===== config.mk =====
export PLATFORM = sky130hd
export DESIGN_NAME = hk_spi_passthru
export DESIGN_NICKNAME = d
export VERILOG_FILES = /design/src/rtl/hk_spi_pkg.sv /design/src/rtl/hk_sync2.sv /design/src/rtl/hk_spi_passthru.sv
export SDC_FILE = /design/constraint.sdc
export NUM_CORES = 1
export LEC_CHECK = 0
export BUFFER_PORTS_ARGS = -buffer_cell sky130_fd_sc_hd__buf_2
export CAP_MARGIN = 40
export CORE_MARGIN = 2
export CORE_UTILIZATION = 55
export CTS_BUF_LIST = sky130_fd_sc_hd__clkbuf_4 sky130_fd_sc_hd__clkbuf_8
export DETAILED_ROUTE_END_ITERATION = 12
export GPL_ROUTABILITY_DRIVEN = 0
export PLACE_DENSITY = 0.86
export SLEW_MARGIN = 20
export SYNTH_ARGS = -nofsm -noshare
export SYNTH_HDL_FRONTEND = slang
export SYNTH_SLANG_ARGS = --single-unit

===== constraint.sdc =====
create_clock -name clock -period 1.7 [get_ports clock]
set_input_delay 0.255 -clock clock [delete_from_list [all_inputs] [get_ports clock]]
set_output_delay 0.255 -clock clock [all_outputs]
set_load 0.01 [all_outputs]

===== src/rtl/hk_spi_pkg.sv =====
// Shared constants, register addresses and FSM state encoding for the housekeeping SPI slave.
package hk_spi_pkg;

  localparam int unsigned BYTE_W = 8;
  localparam int unsigned CNT_W  = 3;

  // Host command bytes
  localparam logic [BYTE_W-1:0] CMD_READ_STREAM  = 8'h40;
  localparam logic [BYTE_W-1:0] CMD_WRITE_STREAM = 8'h80;
  localparam logic [BYTE_W-1:0] CMD_PASSTHRU     = 8'hC4;

  // Register file addresses
  localparam logic [BYTE_W-1:0] REG_ZERO    = 8'h00;
  localparam logic [BYTE_W-1:0] REG_MFG_HI  = 8'h01;
  localparam logic [BYTE_W-1:0] REG_MFG_LO  = 8'h02;
  localparam logic [BYTE_W-1:0] REG_PRODUCT = 8'h03;
  localparam logic [BYTE_W-1:0] REG_SCRATCH = 8'h04;

  typedef enum logic [2:0] {
    ST_IDLE,
    ST_CMD,
    ST_ADDR,
    ST_DATA_RD,
    ST_DATA_WR,
    ST_PASS
  } hk_state_e;

endpackage


===== src/rtl/hk_sync2.sv =====
// Two-flop synchroniser for an asynchronous pad input, with edge pulses on the synchronised copy.
module hk_sync2 (
  input  logic clock,
  input  logic reset,
  input  logic d,
  output logic q,
  output logic rise_c,
  output logic fall_c
);

  logic meta;
  logic prev;

  // Synchroniser chain plus one history flop for edge detection
  always_ff @(posedge clock) begin
    if (reset) begin
      meta <= 1'b0;
      q    <= 1'b0;
      prev <= 1'b0;
    end else begin
      meta <= d;
      q    <= meta;
      prev <= q;
    end
  end

  assign rise_c = q & ~prev;
  assign fall_c = ~q & prev;

endmodule


===== src/rtl/hk_spi_passthru.sv =====
// Housekeeping SPI slave: small ID/scratch register file plus a flash pass-thru mode
// that hands the host pins to the management flash while holding the CPU in reset.
module hk_spi_passthru
  import hk_spi_pkg::*;
#(
  parameter logic [7:0]  PRODUCT_ID = 8'h10,
  parameter logic [11:0] MFG_ID     = 12'h456
) (
  input  logic clock,
  input  logic reset,
  input  logic sck,
  input  logic csb,
  input  logic sdi,
  output logic sdo,
  output logic sdo_enb,
  input  logic cpu_flash_csb,
  input  logic cpu_flash_clk,
  input  logic cpu_flash_io0,
  output logic flash_csb,
  output logic flash_clk,
  output logic flash_io0,
  input  logic flash_io1,
  output logic mgmt_reset,
  output logic pass_thru
);

  logic sck_rise_c, csb_q, csb_fall_c, sdi_q;
  logic unused_sck_q, unused_sck_fall, unused_csb_rise, unused_sdi_rise, unused_sdi_fall;

  hk_sync2 u_sync_sck (.clock(clock), .reset(reset), .d(sck), .q(unused_sck_q),
                       .rise_c(sck_rise_c), .fall_c(unused_sck_fall));
  hk_sync2 u_sync_csb (.clock(clock), .reset(reset), .d(csb), .q(csb_q),
                       .rise_c(unused_csb_rise), .fall_c(csb_fall_c));
  hk_sync2 u_sync_sdi (.clock(clock), .reset(reset), .d(sdi), .q(sdi_q),
                       .rise_c(unused_sdi_rise), .fall_c(unused_sdi_fall));

  hk_state_e         state_q, state_d;
  logic [CNT_W-1:0]  bit_cnt_q;
  logic [BYTE_W-1:0] shreg_q, addr_q, scratch_q;
  logic              rd_mode_q;

  logic              shift_en_c, byte_done_c;
  logic [BYTE_W-1:0] byte_in_c, rd_addr_c, rd_data_c;

  // Register file read mux
  function automatic logic [BYTE_W-1:0] reg_rd(input logic [BYTE_W-1:0] a,
                                               input logic [BYTE_W-1:0] scr);
    case (a)
      REG_ZERO:    reg_rd = 8'h00;
      REG_MFG_HI:  reg_rd = {4'h0, MFG_ID[11:8]};
      REG_MFG_LO:  reg_rd = MFG_ID[7:0];
      REG_PRODUCT: reg_rd = PRODUCT_ID;
      REG_SCRATCH: reg_rd = scr;
      default:     reg_rd = 8'h00;
    endcase
  endfunction

  assign shift_en_c  = sck_rise_c && !csb_q &&
                       ((state_q == ST_CMD) || (state_q == ST_ADDR) ||
                        (state_q == ST_DATA_RD) || (state_q == ST_DATA_WR));
  assign byte_done_c = shift_en_c && (bit_cnt_q == CNT_W'(7));
  assign byte_in_c   = {shreg_q[BYTE_W-2:0], sdi_q};
  // Next read address: the address byte itself, or the auto-incremented stream address
  assign rd_addr_c   = (state_q == ST_ADDR) ? byte_in_c : addr_q + 8'd1;
  assign rd_data_c   = reg_rd(rd_addr_c, scratch_q);

  // FSM state register
  always_ff @(posedge clock) begin
    if (reset) state_q <= ST_IDLE;
    else       state_q <= state_d;
  end

  // FSM next state; a deasserted chip select always wins
  always_comb begin
    state_d = state_q;
    if (csb_q) begin
      state_d = ST_IDLE;
    end else begin
      case (state_q)
        ST_IDLE: if (csb_fall_c) state_d = ST_CMD;
        ST_CMD: begin
          if (byte_done_c) begin
            case (byte_in_c)
              CMD_READ_STREAM, CMD_WRITE_STREAM: state_d = ST_ADDR;
              CMD_PASSTHRU:                      state_d = ST_PASS;
              default:                           state_d = ST_IDLE;
            endcase
          end
        end
        ST_ADDR: if (byte_done_c) state_d = rd_mode_q ? ST_DATA_RD : ST_DATA_WR;
        default: state_d = state_q;
      endcase
    end
  end

  // Shift/count datapath, register writes and registered status outputs
  always_ff @(posedge clock) begin
    if (reset) begin
      bit_cnt_q  <= '0;
      shreg_q    <= '0;
      addr_q     <= '0;
      scratch_q  <= '0;
      rd_mode_q  <= 1'b0;
      pass_thru  <= 1'b0;
      mgmt_reset <= 1'b0;
      sdo_enb    <= 1'b1;
    end else begin
      pass_thru  <= (state_d == ST_PASS);
      mgmt_reset <= (state_d == ST_PASS);
      sdo_enb    <= !((state_d == ST_DATA_RD) || (state_d == ST_PASS));
      if (csb_q) begin
        bit_cnt_q <= '0;
      end else if (shift_en_c) begin
        bit_cnt_q <= bit_cnt_q + CNT_W'(1);
        shreg_q   <= (state_q == ST_DATA_RD) ? {shreg_q[BYTE_W-2:0], 1'b0} : byte_in_c;
        if (byte_done_c) begin
          case (state_q)
            ST_CMD:  rd_mode_q <= (byte_in_c == CMD_READ_STREAM);
            ST_ADDR: begin
              addr_q  <= byte_in_c;
              shreg_q <= rd_data_c;
            end
            ST_DATA_RD: begin
              addr_q  <= addr_q + 8'd1;
              shreg_q <= rd_data_c;
            end
            ST_DATA_WR: begin
              if (addr_q == REG_SCRATCH) scratch_q <= byte_in_c;
              addr_q <= addr_q + 8'd1;
            end
            default: ;
          endcase
        end
      end
    end
  end

  // Pad muxing: raw host pins go straight to the flash while pass-thru is active
  assign sdo       = pass_thru ? flash_io1 : (sdo_enb ? 1'b0 : shreg_q[BYTE_W-1]);
  assign flash_csb = pass_thru ? csb : cpu_flash_csb;
  assign flash_clk = pass_thru ? sck : cpu_flash_clk;
  assign flash_io0 = pass_thru ? sdi : cpu_flash_io0;

endmodule


==> results.txt, run 1 <==
For this run, the top clock speed supported by timing is 0.534 GHz. The flow ran to the end, but the final reports show violations. The run gives 10.9 ps as the worst setup skew after layout.

The final number of hold-violating endpoints was 0. The count of flip-flops with a built-in enable after synthesis is 0, and the number of DRC markers in iteration 0 is 213. The number of nets in the synthesized netlist is 295. The cell-internal power came out at 1.48 mW. The synthesized design spends more area on one cell type than any other, namely sky130_fd_sc_hd__dfxtp_1. Entering global routing, the biggest net connects 35 pins.

Yosys synthesis warning count: 0. Setup repair after global routing could not meet its margin everywhere. The later pin in the worst-skew pair is clocked with a latency of 310 ps.

The total CTS buffers was 5; the summed area of non-filler cells in the final layout was 3320 um2. The initial core utilization was 56.1%; the initial antenna violation count was 0. The core occupancy in the finished layout is 77.2%. The logs give 60 for the number of unique standard cell types used by synthesis and 0.484 mW for the switching power. The smallest clock period supported by the final layout is computed as 1870 ps. The overall die height works out to 70.2 um.

Sorting the synthesized cells by area gives the leading types as sky130_fd_sc_hd__dfxtp_1 (34%), sky130_fd_sc_hd__mux2i_1 (5.4%), sky130_fd_sc_hd__o21ai_0 (3.7%). The worst path uses 110% of the clock period. The logs give 0 for the number of max-cap violations and -170 ps for the flop-to-flop setup slack. Buffers inserted to repair hold after CTS numbered 0. The maximum fanout along the worst path was 5. For the instance count of the mapped netlist, the log shows 282. In this run the standard cell core region covers 4290 um2.

The startpoint type of the worst setup path is a register. The detail-routed net length per standard cell works out to 20.9 um. Across all layers, the routed design uses 2626 vias. The first global-routing pass estimated 12500 um of wire. The type of element capturing the critical path was a register. The net count of the finished layout was 356; the fill cell instance count of the final layout was 266.

Fraction of final layout cells with drive strength greater than 1: 40.7%. The worst register-to-register path begins at bit_cnt_q[1]. The top cell types in the final layout, fill and taps aside, are sky130_fd_sc_hd__buf_4 (56), sky130_fd_sc_hd__dfxtp_1 (34), sky130_fd_sc_hd__nor2_1 (18). For the first-pass iteration count of the detailed router, the log shows 7.

For this design the ratio of total power to cell area is 592 nW/um2. TritonCTS built the clock tree. IR analysis of the VDD net gives a maximum drop of 0.801 mV.

Counting flops with an async set or reset pin after synthesis yields a share of 0%. Per report_power, the combinational group accounts for 7.3% of the total. The logs give 2 for the maximum root-to-sink buffer count and 54.9% for the worst slew margin relative to its limit.

The proportion of total power due to net switching is 24.7%. The cell depth of the worst flop-to-flop path came out at 8. The repair_antennas step left the layout with diodes totalling 0.

Row generation in the floorplan step produced 24 rows. The number of buffers added on ports is 15. Combined area of all synthesized cells: 2410 um2. The clock edge transition at the registers on the reported setup and hold paths works out to 90 ps. The measured slew at the worst slew-check pin is 677 ps.

Power share of the sequential group: 50.3%. The leakage power total was 1.27 nW; the count of nets left with antenna violations after detail routing was 0. In this run, synthesis produced a sequential element count of 41.

The worst setup path is of the reg2reg kind. The overall overflow remaining after global route was 0. The global-route usage over all layers is 33.0%. The number of vias per cell is 6.63.

The total clock sinks is 41. Master cell of the clock root buffer: sky130_fd_sc_hd__clkbuf_8. Summed over its instances, the top area cell type makes up 34.1% of the synthesized netlist area.

The worst min-delay path class is in2reg. STA puts the critical path data required time at 1950 ps. Tracing the worst setup path back leads to its startpoint at bit_cnt_q[1]. The most common library cell in the layout ignoring fill and taps is sky130_fd_sc_hd__buf_4. The logs give 4920 um2 for the area of the die and 2 for the maximum level of the CTS H-tree. The number of global-route vias before repair was 2499; the portion of the post-synthesis area used by sequential elements was 34.1%. For the total count of max-transition violations in the final report, the log shows 0. The tools report the beginning of the worst hold path as csb. Of the total power, the clock network draws 42.4%. The tools report the top-level I/O count as 16.

The final HPWL from detailed placement is 4680 um, and the hold path depth is 2. From synthesis to final layout, the design area changed by 37.8%. The horizontal die dimension works out to 70.2 um. For hold timing, the worst endpoint is u_sync_csb.meta. The final routed DRC violation total is 0. A synthesized cell averages 8.54 um2. The placed instances occupy a cell area of 2910 um2. The most used flip-flop cell after synthesis was sky130_fd_sc_hd__dfxtp_1. The tools report the reg-to-reg critical path endpoint as sdo_enb. The checks that failed: setup timing. Setup violations remaining at the end of the flow were counted as 27. The minimum setup slack in the final design is -172 ps. The signal arrival time at the worst endpoint was 2120 ps.

After detailed routing, the total wire length is 8260 um.
## layer usage
layer	global-route usage, %	vias up	wire [um]
met5	0	-	0
met4	17.9	0	500
met3	7.50	57	724
met2	56.6	190	4050
met1	37.9	1231	2990
li1	-	1148	-
## area by class of cell
| class | instances | area (um2) | area share, % |
|---|---|---|---|
| multi-input combinational | 213 | 1710 | 51.6 |
| sequential | 41 | 835 | 25.2 |
| timing repair buffer | 76 | 569 | 17.2 |
| clock buffer | 5 | 68.8 | 2.07 |
| tap | 52 | 65.1 | 1.96 |
| clock inverter | 3 | 46.3 | 1.40 |
| inverter | 6 | 22.5 | 0.679 |
## stage by stage
step | hold WS (ps) | total power, mW | instances | worst slack, ps | setup TNS (ps)
after detailed placement | 433 | 1.13 | 385 | -306 | -1740
after global placement | 417 | 1.12 | 385 | -108 | -522
after CTS | 179 | 1.94 | 394 | -126 | -1640
after floorplan | 383 | 1.07 | 282 | -49.7 | -412
after global routing | 169 | 2.02 | 396 | -275 | -4390
final | 175 | 1.96 | 396 | -172 | -2500
## state kept, by name, summed over array words and instances (netlist names), 3 cells and up
name	cells
bit_cnt_q	3
scratch_q	8
state_q	3
addr_q	8
shreg_q	8
## kinds of logic (layout without fill, tap and decap cells)
family                   after synthesis  in the layout  share of synthesized area, %
XOR/XNOR                               7              7                          2.55
flip-flops                            41             41                          34.1
buffers and inverters                 28             90                          5.82
adder cells (fa/ha/maj)                4              4                          2.08
AO/OA/AOI/OAI                         66             66                          17.9
multiplexers                          18             18                          7.74
AND/OR/NAND/NOR                      118            118                          29.8
## worst max-delay path: stages (launching register included)
cell                        delay [ps]
sky130_fd_sc_hd__dfxtp_2           360
sky130_fd_sc_hd__ha_4              150
sky130_fd_sc_hd__ha_4              160
sky130_fd_sc_hd__nand4bb_4         180
sky130_fd_sc_hd__nor3_2            280
sky130_fd_sc_hd__a21oi_1           150
sky130_fd_sc_hd__buf_4             170
sky130_fd_sc_hd__o211a_1           230
sky130_fd_sc_hd__o21ai_1           130
## Yosys cell counts (7+ instances only)
master and n:
sky130_fd_sc_hd__nor2_1 19, sky130_fd_sc_hd__dfxtp_1 41, sky130_fd_sc_hd__nor2b_1 10, sky130_fd_sc_hd__buf_2 10
sky130_fd_sc_hd__nor3_1 13, sky130_fd_sc_hd__mux2i_1 13, sky130_fd_sc_hd__nand3_1 8, sky130_fd_sc_hd__nor3b_1 7
sky130_fd_sc_hd__o21ai_0 18, sky130_fd_sc_hd__clkbuf_1 7, sky130_fd_sc_hd__nand2_1 17, sky130_fd_sc_hd__a21oi_1 17
## power groups by stage
stage	Combinational [mW]	Sequential (mW)	Clock, mW
floorplan	0.0664	1.01	0
global placement	0.120	1.00	0
detailed placement	0.123	1.00	0
CTS	0.133	0.985	0.826
global route	0.152	0.987	0.882
finish	0.143	0.987	0.833
## worst max-delay path by stage
| stage | depth (start not counted) | slack (ps) | to |
|---|---|---|---|
| final | 8 | -170 | sdo_enb |
| after global routing | 7 | -270 | sdo_enb |
| after CTS | 8 | -130 | scratch_q[5] |
| after detailed placement | 7 | -310 | sdo_enb |
| after global placement | 8 | -110 | shreg_q[2] |
| after floorplan | 7 | -50 | scratch_q[0] |
## what timing repair did
action,CTS,global route
pin swaps,11,6
endpoints found under the hold margin,0,0
endpoints found under the setup margin,27,31
gates resized for setup,28,24
buffers inserted,1,2
No activity file was read; power rests on OpenSTA's default activity.
==> run 2: changes to the inputs <==
Settings changed: PLACE_DENSITY 0.86 to 0.87, SYNTH_HIERARCHICAL set to 1.
==> results.txt, run 2 <==
The summed area of non-filler cells in the final layout was 3120 um2 (-5.9%). The logs give 16 (unchanged) for the top-level I/O count and -782 ps (+1710 ps) for the final sum of negative setup slack. In the layout the commonest cells are sky130_fd_sc_hd__buf_4 (47), sky130_fd_sc_hd__nor2_1 (33), sky130_fd_sc_hd__dfxtp_1 (33).

The proportion of power drawn by combinational gates is 4.6% (-2.7 points), and the total CTS buffers is 5 (unchanged). For the final number of hold-violating endpoints, the log shows 0 (unchanged). The flow ran to the end, but the final reports show violations. The proportion of total power due to net switching came out at 23.4% (-1.3 points).

The tools report the leakage power total as 1.25 nW (-1.9%). For the post-detailed-placement cell area, the log shows 2620 um2 (-9.8%). The instance count of the mapped netlist is 274 (-2.8%), and the worst slew margin relative to its limit is 60.0% (+5.1 points). For the yosys synthesis warning count, the log shows 6 (+6).

The tools report the startpoint of the worst register-to-register path as bit_cnt_q[0]. The overall die height came out at 67.8 um (-3.4%). The final HPWL from detailed placement came out at 4100 um (-12%). The type of element capturing the critical path was a register. For the minimum setup slack after placement, the log shows -158 ps (+149 ps). The first-pass iteration count of the detailed router is 5 (-2). The overall overflow remaining after global route is 0 (unchanged). The critical path goes through ha_4 -> ha_4 -> nand3b_1 -> nor2_1 -> nand4_1 -> buf_6 -> buf_12 -> mux2i_1 -> nor2_1.

The global-route wire length before repair was 9960 um (-20%); the post-detailed-routing wire length was 7770 um (-6.0%). The count of nets left with antenna violations after detail routing came out at 0 (unchanged). Worst hold endpoint: u_sync_sdi/meta.

The logs give -89.9 ps (+82.1 ps) for the minimum setup slack in the final design and 51.7% (+1.4 points) for the power share of the sequential group. The most common library cell in the layout ignoring fill and taps was sky130_fd_sc_hd__buf_4. The horizontal die dimension is 67.8 um (-3.4%). The startpoint identified for the worst hold timing path is sdi. The maximum clock frequency is 0.559 GHz (+4.6%).

The checks that failed: setup timing. Setup repair after global routing could not meet its margin everywhere. For the signal arrival time at the worst endpoint, the log shows 1990 ps (-130 ps). The measured slew at the worst slew-check pin is 601 ps (-76.0 ps), and the worst setup skew after layout is 9.51 ps (-1.37 ps). The maximum number of pins on one net before global-route repair is 30 (-14%), and the initial antenna violation count is 0 (unchanged). The number of buffers added on ports was 15 (unchanged).

The maximum fanout along the worst path is 5 (unchanged). The time the final worst path needs with I/O delays and setup was 1790 ps (-82.1 ps). The run gives 2 (unchanged) as the maximum level of the CTS H-tree. The reg-to-reg critical path endpoint was scratch_q[4]. The fill cell instance count of the final layout was 240 (-9.8%); the number of global-route vias before repair was 2078 (-17%).

For the endpoint required time on the critical path, the log shows 1900 ps (-50 ps). The logs give 346 (-2.8%) for the net count of the finished layout and 287 (-2.7%) for the total nets after synthesis. The clock edge transition at the registers on the reported setup and hold paths is 90 ps (about the same), and the core occupancy in the finished layout is 79.2% (+1.9 points). The logs give 23 (-4.2%) for the row count and 0.441 mW (-9.1%) for the switching power.

Fraction of final layout cells with drive strength greater than 1: 38.3% (-2.4 points). The via count of the routed design is 2550 (-2.9%), and the placeable core region is 3940 um2 (-8.2%). TritonCTS built the clock tree. The number of max-cap violations came out at 0 (unchanged).

The number of vias per cell was 6.64 (+0.14%); the worst hold margin was 172 ps (-3.31 ps). The total clock sinks was 41 (unchanged); the number of antenna diodes was 0 (unchanged). The number of DRC markers in iteration 0 is 344 (+62%), and the cell depth of the worst flop-to-flop path is 9 (+1).

The later-pin clock latency in the skew report came out at 310 ps (about the same). The tools report the overall power after layout as 1.88 mW (-4.2%). The root buffer cell chosen for the clock tree is sky130_fd_sc_hd__clkbuf_8. The synthesized area per cell works out to 8.16 um2 (-4.4%). The count of placed standard cells in the final layout, fillers left out was 384 (-3.0%); the combined area of all synthesized cells was 2240 um2 (-7.1%). The tools report the initial core utilization as 56.7% (+0.65 points). The area of the die was 4590 um2 (-6.7%). The largest voltage drop on the vdd net came out at 0.453 mV (-43%). Type of the setup path with the least slack: reg2reg. The logs give 43.7% (+1.3 points) for the power share of the clock group and 20 (-26%) for the number of failing setup endpoints in the final timing report.

The hold path depth is 2 (unchanged). Standard cell with the maximum stage delay on the critical path: sky130_fd_sc_hd__dfxtp_2. The tools report the startpoint type of the worst setup path as a register. The maximum single-stage delay on the critical path came out at 370 ps (about the same). The flop-to-flop setup slack is -90 ps (+80 ps).

The detail-routed net length per standard cell was 20.2 um (-3.1%). The area overhead of the layout relative to synthesis is 39.6%, and the power density of the placed cells is 603 nW/um2 (+1.8%). Worst min-delay path class: in2reg.

The global-route usage over all layers is 29.6% (-3.4 points). The tools report the total count of max-transition violations in the final report as 0 (unchanged). The final cycle utilization of the critical path came out at 105% (-4.8 points). The final routed DRC violation total is 0 (unchanged). The cell-internal power is 1.44 mW (-2.5%). The largest registers in the layout are addr_q: 8 flops, scratch_q: 8 flops, shreg_q: 8 flops. The placed instance count was 357 (-7.3%). The maximum root-to-sink buffer count came out at 2 (unchanged).
[run 2: cell count changes in the layout (fill, tap and decap cells not counted), moves of 6 or more]
cell,delta
sky130_fd_sc_hd__nor2_1,+15
sky130_fd_sc_hd__buf_4,-9
sky130_fd_sc_hd__nand2_1,+8
sky130_fd_sc_hd__a21oi_1,-6
sky130_fd_sc_hd__buf_6,+6
sky130_fd_sc_hd__o21ai_0,-6
[run 2: per-layer routing]
layer,GRT usage (%),vias up,wire length (um)
li1,-,1081,-
met1,35.0,1234,2890
met2,50.1,175,3830
met3,6.00,60,568
met4,15.6,0,480
met5,0,-,0
[run 2: worst max-delay path by stage]
stage / slack, ps / end / from / depth (start not counted)
after floorplan: 2 / shreg_q[2] / state_q[1] / 7
after global placement: -90 / addr_q[4] / state_q[2] / 6
after detailed placement: -160 / addr_q[4] / state_q[1] / 6
after CTS: -40 / scratch_q[3] / bit_cnt_q[0] / 8
after global routing: -200 / shreg_q[5] / addr_q[0] / 7
final: -90 / scratch_q[4] / bit_cnt_q[0] / 9
[run 2: area by class of cell]
| class | count | area, um2 | share of cell area [%] |
|---|---|---|---|
| Multi-Input combinational cell | 206 | 1510 | 48.4 |
| Sequential cell | 41 | 836 | 26.8 |
| Inverter | 6 | 22.5 | 0.721 |
| Clock buffer | 5 | 68.8 | 2.20 |
| Clock inverter | 3 | 46.3 | 1.48 |
| Tap cell | 50 | 62.6 | 2.00 |
| Timing Repair Buffer | 73 | 574 | 18.4 |
[run 2: power groups by stage]
stage	registers, mW	clock network, mW	logic, mW
floorplan	0.992	0	0.0416
global placement	0.996	0	0.0698
detailed placement	0.996	0	0.0725
CTS	0.974	0.817	0.0764
global route	0.974	0.856	0.0908
finish	0.973	0.822	0.0860
[run 2: timing repair]
item | 4_1_cts | 5_1_grt
hold buffers | 0 | 0
setup endpoints to repair | 21 | 26
setup buffers | 6 | 12
gates cloned | 1 | 1
pin swaps | 9 | 23
resized for setup | 22 | 34
[run 2: critical path: cells and delay by family, from the launching register on]
kind | cells | cell delay [ps]
AND/OR/NAND/NOR | 4 | 560
flip-flops | 1 | 370
buffers and inverters | 2 | 290
adder cells (fa/ha/maj) | 2 | 260
multiplexers | 1 | 190
==> run 3: changes to the inputs <==
Settings changed: ABC_AREA set to 1, CELL_PAD_IN_SITES_DETAIL_PLACEMENT set to 1, CELL_PAD_IN_SITES_GLOBAL_PLACEMENT set to 1, CORE_UTILIZATION 55 to 40, SKIP_LAST_GASP set to 1.
==> results.txt, run 3 <==
The maximum fanout along the worst path is 4 (-1), and the fill cell instance count of the final layout is 705 (+190%). The tools report the post-detailed-placement cell area as 2660 um2 (+1.3%). In this run the worst hold path is classified as in2reg. Number of antenna diodes: 0 (unchanged).

The run gives 5280 um (+29%) as the final HPWL from detailed placement. Time the final worst path needs with I/O delays and setup: 1830 ps (+38.9 ps). Worst hold margin: 172 ps (-0.149 ps). The worst register-to-register path begins at addr_q[0]. The signal arrival time at the worst endpoint came out at 2070 ps (+80 ps).

The via count of the routed design is 2708 (+6.2%). The run gives 0 (unchanged) as the hold buffer count at CTS. The run gives 353 (+23%) as the total nets after synthesis. The critical path is of the reg2reg type. For the worst setup skew after layout, the log shows 10.5 ps (+0.946 ps). The post-detailed-routing wire length was 9640 um (+24%); the number of buffers and inverters on the critical path was 1 (-1).

The fraction of final layout cells with drive strength greater than 1 was 42.5% (+4.2 points); the power density of the placed cells was 559 nW/um2 (-7.2%). The first-pass iteration count of the detailed router was 4 (-1). Placeable core region: 5510 um2 (+40%). The timing startpoint of the critical path was addr_q[0]. The run gives 0 (unchanged) as the overall overflow remaining after global route.

The run gives -154 ps (+3.42 ps) as the minimum setup slack after placement. The tools report the reg-to-reg critical path endpoint as shreg_q[4]. The global-route usage over all layers is 24.9% (-4.6 points), and the cell depth of the worst flop-to-flop path is 11 (+2). The global-route wire length before repair came out at 12100 um (+21%). The number of vias per cell came out at 5.65 (-15%).

Standard cell with the maximum stage delay on the critical path: sky130_fd_sc_hd__dfxtp_4. The kind of cell with the highest combined delay on the critical path was simple AND/OR/NAND/NOR gates. The number of max-cap violations was 0 (unchanged); the measured slew at the worst slew-check pin was 473 ps (-127 ps). STA classifies the critical path endpoint as a register.

For the overall power after layout, the log shows 1.84 mW (-2.3%). The maximum clock frequency came out at 0.547 GHz (-2.1%). The clock edge transition at the registers on the reported setup and hold paths was 90 ps (about the same). The later-pin clock latency in the skew report is 310 ps (about the same). The tools report the endpoint required time on the critical path as 1940 ps (+40 ps). The run finished, with violations left. For the yosys synthesis warning count, the log shows 6 (unchanged). For the number of DRC markers in iteration 0, the log shows 164 (-52%).

The maximum single-stage delay on the critical path works out to 370 ps (about the same). The maximum level of the CTS H-tree is 2 (unchanged). Setup repair after global routing could not meet its margin everywhere. The summed area of non-filler cells in the final layout is 3290 um2 (+5.3%), and the final sum of negative setup slack is -818 ps (-36.8 ps).

The top-level I/O count is 16 (unchanged). For the final number of hold-violating endpoints, the log shows 0 (unchanged). The total clock sinks is 41 (unchanged), and the synthesized area per cell is 6.67 um2 (-18%). The number of buffers added on ports works out to 15 (unchanged). Final routed DRC violation total: 0 (unchanged). The flop-to-flop setup slack is -130 ps (-40 ps). The tools report the worst slew margin relative to its limit as 68.4% (+8.5 points). Leakage power total: 1.39 nW (+11%). The overall die height is 79.3 um (+17%). CTS placed an instance of sky130_fd_sc_hd__clkbuf_8 at the clock tree root. The critical path's most frequent cell was sky130_fd_sc_hd__nand3_1. Relative to the synthesized area, the layout overhead comes to 45.0%.

The tools report the count of nets left with antenna violations after detail routing as 0 (unchanged). The initial core utilization was 41.2% (-16 points); the instance count of the mapped netlist was 340 (+24%). The horizontal die dimension is 79.3 um (+17%). The run gives 2581 (+24%) as the number of global-route vias before repair. Walking the worst path, the cells encountered are ha_4 -> buf_6 -> nand4_1 -> nand3_1 -> nor2_4 -> nand2_2 -> nand2_2 -> nand3_1 -> nand2_1 -> nand3_1 -> a21oi_1. TritonCTS built the clock tree.

The largest voltage drop on the vdd net is 0.406 mV (-11%), and the final cycle utilization of the critical path is 108% (+2.3 points). The total CTS buffers is 5 (unchanged), and the combined area of all synthesized cells is 2270 um2 (+1.4%). In the layout the commonest cells are sky130_fd_sc_hd__nand2_1 (60), sky130_fd_sc_hd__buf_4 (42), sky130_fd_sc_hd__inv_1 (37).

For the combined flip-flop and latch cell area, the log shows 842 um2 (+0.75%). For the net count of the finished layout, the log shows 420 (+21%). The detail-routed net length per standard cell works out to 20.1 um (-0.55%). The area of the die is 6290 um2 (+37%), and the total count of max-transition violations in the final report is 0 (unchanged). The checks that failed: setup timing. The worst setup path is launched from a register. The worst hold endpoint is u_sync_sck/meta.

For the number of failing setup endpoints in the final timing report, the log shows 15 (-25%). The worst hold path begins at sck. Hold path depth: 3 (+1). Most common library cell in the layout ignoring fill and taps: sky130_fd_sc_hd__nand2_1.

The initial antenna violation count was 0 (unchanged). The largest registers in the layout are addr_q: 8 flops, scratch_q: 8 flops, shreg_q: 8 flops. The tools report the minimum setup slack in the final design as -129 ps (-38.9 ps).

The logs give 27 (+17%) for the row count and 1530 um2 (+1.4%) for the area used by multi-input combinational logic. The maximum root-to-sink buffer count was 2 (unchanged); the maximum number of pins on one net before global-route repair was 18 (-40%).
==> run 3: cell count changes in the layout (fill, tap and decap cells not counted), sizes merged, moves of 6 or more <==
cell / previous run / this run
o21ai: 12 / 25
nand3: 7 / 29
nor3: 14 / 4
a211oi: 2 / 8
inv: 6 / 50
buf: 72 / 66
nor2b: 12 / 0
a22oi: 6 / 0
mux2i: 12 / 0
nand2: 28 / 84
a21oi: 9 / 23
==> run 3: area by class of cell <==
type	instances	area share, %
Clock buffer	5	2.09
Multi-Input combinational cell	242	46.6
Sequential cell	41	25.6
Inverter	50	6.09
Clock inverter	2	1.07
Tap cell	72	2.74
Timing Repair Buffer	67	15.8
==> run 3: worst min-delay path: cells and delay by family <==
kind	cells	cell delay, ps
and+or+nand+nor	1	30
buffers and inverters	2	140
==> run 3: metal layers <==
layer	up-vias	routed length, um	track usage, %	part of all wire (%)
li1	1255	-	-	-
met5	-	0	0	0
met1	1321	3790	27.9	39
met3	38	345	4.66	3.6
met2	94	5050	46.0	52
met4	0	449	10.3	4.7
==> run 3: worst max path at each step <==
stage,end,slack (ps),depth (start not counted)
global route,shreg_q[6],-220,11
floorplan,scratch_q[6],9,11
CTS,shreg_q[0],-40,11
detailed placement,shreg_q[0],-150,11
global placement,shreg_q[4],-70,10
finish,shreg_q[4],-130,11
==> run 3: report_power, final <==
group          total (mW)  switching, mW  internal (mW)  leakage [nW]
Combinational      0.0783         0.0514         0.0269         0.994
Clock               0.789          0.362          0.427        0.0540
Sequential          0.970        0.00726          0.963         0.337
==> run 3: through the flow <==
step	cells	utilization (%)
after global routing	479	59.7
after global placement	453	48.2
after floorplan	340	-
after detailed placement	453	48.2
after CTS	465	52.9
final	479	59.7
==> run 3: timing repair <==
action	in CTS	in global routing
cloned	1	2
endpoints found under the hold margin	0	0
setup buffers	4	12
setup endpoints to repair	21	28
resized for setup	41	81
pin swaps	17	22
